<file path="config.mk">
export PLATFORM = sky130hd
export DESIGN_NAME = riscv_icache
export DESIGN_NICKNAME = d
export VERILOG_FILES = /design/src/rtl/riscv_icache.sv
export SDC_FILE = /design/constraint.sdc
export NUM_CORES = 2
export LEC_CHECK = 0
export ABC_AREA = 1
export BUFFER_PORTS_ARGS = -buffer_cell sky130_fd_sc_hd__buf_4
export CORE_ASPECT_RATIO = 1.25
export CORE_UTILIZATION = 50
export DETAILED_ROUTE_END_ITERATION = 12
export PLACE_DENSITY = 0.66
export SLEW_MARGIN = 20
export SYNTH_ARGS = -nofsm -noshare
export SYNTH_HDL_FRONTEND = slang
export SYNTH_SLANG_ARGS = --single-unit
</file>
<file path="constraint.sdc">
create_clock -name clk -period 3.2 [get_ports clk]
set_input_delay 0.64 -clock clk [delete_from_list [all_inputs] [get_ports clk]]
set_output_delay 0.64 -clock clk [all_outputs]
set_load 0.02 [all_outputs]
</file>
<file path="src/rtl/riscv_icache.sv">
// riscv_icache: direct-mapped instruction cache with 16-byte (4-word) lines.
// A hit returns the word in the same cycle. A miss refills the whole line
// from backing memory, one word per acknowledged beat, and then hits on the
// next IDLE cycle.
// Optional build macro RISCV_ICACHE_STATS_EN adds the hit_count/miss_count outputs.
// Ports:
//   clk, rst                     clock, async active-high reset
//   imem_addr_valid, imem_addr   hart fetch request (byte address)
//   imem_data_ready, imem_data   fetch word valid / instruction word
//   flush                        invalidate all lines (fence.i)
//   mem_req, mem_addr            backing word read request / word address
//   mem_ack, mem_rdata           backing beat delivered / read data
//   hit_count, miss_count        (stats build only) event counters
`timescale 1ns/1ps

module riscv_icache #(
  parameter int unsigned LINES = 16
) (
  input  logic        clk,
  input  logic        rst,
  input  logic        imem_addr_valid,
  input  logic [31:0] imem_addr,
  output logic        imem_data_ready,
  output logic [31:0] imem_data,
  input  logic        flush,
  output logic        mem_req,
  output logic [31:0] mem_addr,
  input  logic        mem_ack,
  input  logic [31:0] mem_rdata
`ifdef RISCV_ICACHE_STATS_EN
  ,
  output logic [31:0] hit_count,
  output logic [31:0] miss_count
`endif
);

  localparam int unsigned IDX_W  = $clog2(LINES);
  localparam int unsigned BASE_W = 28;
  localparam int unsigned TAG_W  = BASE_W - IDX_W;

  typedef enum logic {IDLE, REFILL} state_e;

  state_e              state_q, state_d;
  logic [1:0]          beat_q, beat_d;
  logic [BASE_W-1:0]   base_q, base_d;
  logic [LINES-1:0]    valid_q, valid_d;
  logic                drop_q, drop_d;

  // Tag and data arrays are not reset; the valid bits qualify them.
  logic [TAG_W-1:0]    tag_q  [LINES];
  logic [31:0]         data_q [LINES][4];

  logic [1:0]          req_off;
  logic [IDX_W-1:0]    req_idx;
  logic [TAG_W-1:0]    req_tag;
  logic [IDX_W-1:0]    ref_idx;
  logic                lookup_hit;
  logic                data_we;
  logic                tag_we;
  logic                refill_start;
  logic                unused_addr_lsb;

  assign req_off         = imem_addr[3:2];
  assign req_idx         = imem_addr[4 +: IDX_W];
  assign req_tag         = imem_addr[31 -: TAG_W];
  assign ref_idx         = base_q[IDX_W-1:0];
  assign unused_addr_lsb = ^imem_addr[1:0];

  // Next-state, refill control and the zero-cycle hit path.
  always_comb begin
    state_d         = state_q;
    beat_d          = beat_q;
    base_d          = base_q;
    valid_d         = valid_q;
    drop_d          = drop_q;
    data_we         = 1'b0;
    tag_we          = 1'b0;
    refill_start    = 1'b0;
    lookup_hit      = 1'b0;
    imem_data_ready = 1'b0;
    imem_data       = data_q[req_idx][req_off];
    mem_req         = 1'b0;
    mem_addr        = 32'h0;

    case (state_q)
      IDLE: begin
        lookup_hit = imem_addr_valid && valid_q[req_idx] &&
                     (tag_q[req_idx] == req_tag);
        if (flush) begin
          valid_d = '0;
        end else if (imem_addr_valid && !lookup_hit) begin
          // The line is overwritten beat by beat, so it is invalid until it completes.
          base_d           = imem_addr[31:4];
          beat_d           = 2'd0;
          drop_d           = 1'b0;
          valid_d[req_idx] = 1'b0;
          state_d          = REFILL;
          refill_start     = 1'b1;
        end else if (lookup_hit) begin
          imem_data_ready = 1'b1;
        end
      end

      REFILL: begin
        mem_req  = 1'b1;
        mem_addr = {base_q, beat_q, 2'b00};
        // A flush mid-refill finishes the handshake but discards the line.
        if (flush) begin
          valid_d = '0;
          drop_d  = 1'b1;
        end
        if (mem_ack) begin
          data_we = 1'b1;
          beat_d  = 2'(beat_q + 2'd1);
          if (beat_q == 2'd3) begin
            tag_we  = 1'b1;
            state_d = IDLE;
            if (!flush && !drop_q) begin
              valid_d[ref_idx] = 1'b1;
            end
          end
        end
      end

      default: state_d = IDLE;
    endcase
  end

  // Control state; reset abandons any refill in progress.
  always_ff @(posedge clk or posedge rst) begin
    if (rst) begin
      state_q <= IDLE;
      beat_q  <= 2'd0;
      base_q  <= '0;
      valid_q <= '0;
      drop_q  <= 1'b0;
    end else begin
      state_q <= state_d;
      beat_q  <= beat_d;
      base_q  <= base_d;
      valid_q <= valid_d;
      drop_q  <= drop_d;
    end
  end

  // Line storage writes.
  always_ff @(posedge clk) begin
    if (data_we) begin
      data_q[ref_idx][beat_q] <= mem_rdata;
    end
    if (tag_we) begin
      tag_q[ref_idx] <= base_q[BASE_W-1 -: TAG_W];
    end
  end

`ifdef RISCV_ICACHE_STATS_EN
  logic [31:0] hit_count_q, hit_count_d;
  logic [31:0] miss_count_q, miss_count_d;

  // Event counters wrap naturally at 2^32.
  always_comb begin
    hit_count_d  = hit_count_q + 32'(imem_data_ready);
    miss_count_d = miss_count_q + 32'(refill_start);
  end

  always_ff @(posedge clk or posedge rst) begin
    if (rst) begin
      hit_count_q  <= 32'h0;
      miss_count_q <= 32'h0;
    end else begin
      hit_count_q  <= hit_count_d;
      miss_count_q <= miss_count_d;
    end
  end

  assign hit_count  = hit_count_q;
  assign miss_count = miss_count_q;
`endif

endmodule

</file>
Word level (Yosys, flattened, before mapping)
Memory sizes are Yosys's and may differ from the RTL's.
Cells that the tools add are included.
{"block": "totals", "regBits": 48, "mem_count": 2, "rom_bits": 0, "latch_bits": 0, "input_bits": 69, "wordCells": 89, "mem_bits_rw": 2432}
{"block": "op_classes", "add_sub_neg": 1, "shifts": 0, "n_mul": 0, "n_lt_le_gt_ge": 7, "n_bitwise": 7, "n_mux": 47, "reduce_logical": 13, "n_div": 0, "n_eq_ne": 7}
{"memory": "data_q", "words": 16, "width": 128, "read_ports": 1, "rd_clocked_by_memory_dff": 0, "write_ports": 1, "line_no": "51", "text": "logic [31:0] data_q [LINES][4];"}
{"memory": "tag_q", "words": 16, "width": 24, "read_ports": 1, "rd_clocked_by_memory_dff": 0, "write_ports": 1, "line_no": "50", "text": "logic [TAG_W-1:0] tag_q [LINES];"}
{"op": "two-way mux 128 bit", "n": 1}
{"op": "two-way mux 32 bit", "n": 4}
{"op": "two-way mux 16 bit", "n": 7}
{"op": "binary-select mux 32 bit (select 2 bit)", "n": 1}
{"op": "demux 32 bit (select 2 bit)", "n": 1}
{"op": "case mux 16 bit (2 select lines)", "n": 1}
{"op": "== test 24 bit", "n": 1}
{"op": "two-way mux 1 bit", "n": 23}
{"op": "AND 16 bit", "n": 1}
{"op": "NOT 16 bit", "n": 1}
{"op": "OR 16 bit", "n": 1}
{"op": "less-than comparator 4 x 5 -> 1 bit, second input constant", "n": 2}
{"op": "AND reduction 3 bit", "n": 3}
{"op": "demux 1 bit (select 4 bit)", "n": 2}
{"op": "greater-or-equal comparator 4 x 1 -> 1 bit, second input constant", "n": 2}
{"op": "inequality test 2 bit, second input constant", "n": 4}
{"op": "logical AND 1 bit", "n": 7}
{"op": "greater-or-equal comparator 3 bit, second input constant", "n": 2}
{"op": "two-way mux 2 bit", "n": 3}
{"op": "NOT 2 -> 3 bit", "n": 2}
{"op": "binary-select mux 1 bit (select 4 bit)", "n": 1}
{"op": "case mux 1 bit (2 select lines)", "n": 2}
{"op": "case mux 2 bit (2 select lines)", "n": 1}
{"op": "logical NOT 1 bit", "n": 3}
{"op": "5 further kinds", "n": 6}

Longest topological paths before layout
{"block": "logic_depth", "ltp_word": 9, "mapped_depth": 23, "depth_no_buf": 19}

Least setup slack after synthesis
OpenSTA, ideal clock, no wires.
{"block": "synth_timing", "path_type": "input port to output port", "startpoint": "input imem_addr[5]", "endpoint": "output imem_data[27]", "arrival_time_ns": 2.701, "path_stages": 11, "slack_ns": -0.141, "path_cell_list": "buf_2 -> nand2_1 -> inv_2 -> buf_6 -> buf_2 -> clkbuf_1 -> clkbuf_1 -> a22oi_1 -> a21oi_1 -> nor4_1 -> o31ai_1"}
{"block": "synth_between", "elab_chain_cells": 4}
{"element": "from (decl)", "line_no": "22", "text": "input logic [31:0] imem_addr,"}
{"element": "memory read (16 x 128 bit)"}
{"element": "binary-select mux 32 bit (select 2 bit)", "line_no": "81", "text": "imem_data = data_q[req_idx][req_off];"}
{"element": "two-way mux 32 bit (implied by the code) (2 in a row)", "line_no": "81"}
{"element": "to (decl)", "line_no": "24", "text": "output logic [31:0] imem_data,"}
Every way passes these cells. The select of a mux whose other input is x is not followed.

Final worst setup path
{"block": "layout_timing", "startpoint": "input imem_addr[4]", "endpoint": "output imem_data[18]"}
Same word-level chain as after synthesis.

==> results.yml <==
run_status:
  status: "finished, violations left"
  violations: "setup timing"
routing:
  drtIter0Drc: 8311
  wirelength_mm: 292
  wl_per_cell_um: 30.6
  firstDrtPassIters: 8
  route.vias.total: 61600
  drc: 0
  antenna_left: 0
  viasPerCell: 6.44
critical_path:
  path_cells: "buf_12, nor2_4, buf_4, bufbuf_16, a22oi_2, nand2_1, nand2_1, nand2_2, o41ai_4, nand2_1, buf_6"
  crit_family: "compound AO/OA/AOI/OAI gates"
  start_kind: "input port"
  cp_max_fo: 10
  cpMostUsedCell: "nand2_1"
  end_kind: "output port"
  cp_slowest_cell: "o41ai_4"
  crit_type: "input port to output port"
  path_depth: 11
  required_ps: 2560
  slowest_delay_ps: 750
  worst-path-buf-inv: 4
  cp.arrival_ps: 2920
  rr_worst_depth: 5
logic_synthesis:
  yosysTopAreaCell: "edfxtp_1"
  netlist.area_leader.share: 0.780
  syn_area_per_cell_um2: 15.1
  synth_cell_types: 43
  ys.flop_type: "edfxtp_1"
  synth_common_cells: "2432 x edfxtp_1, 1271 x nand2_1, 939 x a22oi_1"
  yosysMostFrequentCell: "edfxtp_1"
  synth_seq_cells: 2480
  synth-edff-count: 2432
  ys_warn_count: 0
  syn-cell-area_um2: 93700
  synthArstFlopShare: 0.0194
  ys_seq_area_frac: 0.792
  synth_area_leaders: "edfxtp_1 78%, a22oi_1 7.5%, nand2_1 5.1%, a21oi_1 2.4%, dfrtp_1 1.3%"
  synth_cells: 6221
sta:
  tns_ps: -8280
  drv_slew: 0
  fmax_ghz: 0.281
  hold_viol: 0
  relSlewSlack: 0.478
  rsz0062_at_grt: "true"
  post-route-min-period_ps: 3560
  fin_crit_sh: 1.11
  tightest_slew_ps: 782
  clock_skew_ps: 57.9
  setup_viol: 33
  setup_slack_ps: -356
cts:
  cts-root-buf: "clkbuf_16"
  numCtsBuffers: 228
  htreeDepth: 4
  cts.path.max_buffers: 3
  clkLatencyLatePin_ps: 890
  clkTransAtPathRegs_ps: 70
  cts.sinks: 2480
  tritoncts: "done"
finish:
  drive_above_1_share: 0.255
  final_cells: 9563
  nets: 7018
  fillers: 12800
  regArea_um2: 74200
  multi_input_area_um2: 21100
  area_delta_synth_final_pct: 25.0
placement:
  dp_hpwl_mm: 156
  port_buffers: 130
  place_congestion: 0.890
  dp.cells: 8949
floorplan:
  rows: 177
  die_w_um: 389
  core_um2: 186000
  die_height_um: 486
  start_util: 0.504
  dieArea_um2: 189000
  pin_count: 135
job:
  cap_violations: 0
global_route:
  grt_max_degree: 68
  grt_usage: 0.302
  grt_pass1_wl_mm: 412
  gr-total-overflow: 0
  grt_pass1_vias: 60200
  grt_antenna_before_repair: 7
power_and_ir_drop:
  p_leak_nw: 39.4
  powerDensity_nw_per_um2: 618
  peakVddDrop_v: 0.000583
hold_path:
  whs_path_depth: 3
  worstHoldPathType: "input port to flop"
sequential cells by signal (all words and copies together) (netlist names):
signal / cells
state_q: 1
data_q: 2048
drop_q: 1
beat_q: 2
base_q: 28
tag_q: 384
valid_q: 16
kinds of logic (layout without fill, tap and decap cells):
group	Yosys count	after routing	share of synthesized area
AOI/OAI and AO/OA	1659	1659	0.119
buffers and inverters	476	1397	0.0203
DFF	2480	2480	0.792
other	1	6	0.0000400
and+or+nand+nor	1601	1601	0.0679
adders and majority gates	4	4	0.000534
layer usage:
metal  wire, um  global-route usage  part of all wire
met3      30800              0.0471              0.11
met4      16200               0.147             0.055
met5         46                   0           0.00016
met2     141000               0.494              0.48
met1     105000               0.397              0.36
power breakdown:
part,leakage [nW],internal [mW],switching [mW],total (mW)
combinational,13.4,2.68,5.00,7.68
sequential,22.5,37.3,1.01,38.3
clock,3.52,14.4,12.0,26.4
total,39.4,54.4,18.0,72.4
cell usage in the layout, fill, tap and decap left out, types with 44 or more instances in the layout:
cell type,synthesis,final
a21oi_1,446,325
nand3_1,69,64
clkinv_1,1,54
nand2_2,2,44
edfxtp_1,2432,2432
nor2_4,1,87
a22oi_2,0,192
clkbuf_1,282,57
nand2_1,1271,1209
inv_1,78,70
buf_6,5,98
a21oi_2,0,114
buf_4,5,505
nor2_1,151,64
a22oi_1,939,747
clkinv_2,0,51
buf_16,0,50
dfrtp_1,48,48
buf_12,0,175
clkbuf_16,0,241
o21ai_0,83,54
through the flow:
stage	setup slack, ps	utilization	instance area (um2)	total power, mW	hold slack (ps)
finish	-356	0.629	117000	72.4	52.3
global route	-425	0.629	117000	74.1	56.3
CTS	-337	0.619	115000	72.0	0.979
detailed placement	-850	0.555	103000	45.4	506
global placement	-844	0.555	103000	45.2	507
floorplan	17.0	-	93700	41.4	465
path summary, 6_finish.rpt:
check / from / to / slack [ps]
max in group asynchronous: rst / valid_q[9]$_DFFE_PP0P_ / 2120
worst max register to register: base_q[2]$_DFFE_PP0P_ / tag_q[7][11]$_DFFE_PP_ / 650
min in group asynchronous: rst / base_q[20]$_DFFE_PP0P_ / 360
worst max-delay path: imem_addr[4] / imem_data[18] / -360
worst min-delay path: imem_addr[30] / base_q[26]$_DFFE_PP0P_ / 50
worst min register to register: valid_q[14]$_DFFE_PP0P_ / valid_q[14]$_DFFE_PP0P_ / 550
area by class of cell:
| class | instances | area share |
|---|---|---|
| antenna | 4 | 0.0000855 |
| clock buffer | 287 | 0.0509 |
| clock inverter | 141 | 0.0108 |
| inverter | 82 | 0.00312 |
| multi-input combinational | 3266 | 0.180 |
| sequential | 2480 | 0.634 |
| tap | 2416 | 0.0258 |
| timing repair buffer | 887 | 0.0949 |
timing repair:
action	in CTS	in global routing
resized for setup	527	333
buffers inserted	108	24
hold buffers	5	0
pin swaps	218	222
hold endpoints to repair	21	0
cloned	49	14
setup endpoints to repair	33	33
worst reg2reg max path, cell delays in order (launching register included):
cell and delay, ps:
dfrtp_1 540, inv_1 80, nor2_1 310, nand2_1 520
nor2_4 230, buf_4 500
Note: power is estimated with default switching activity, not from simulation.
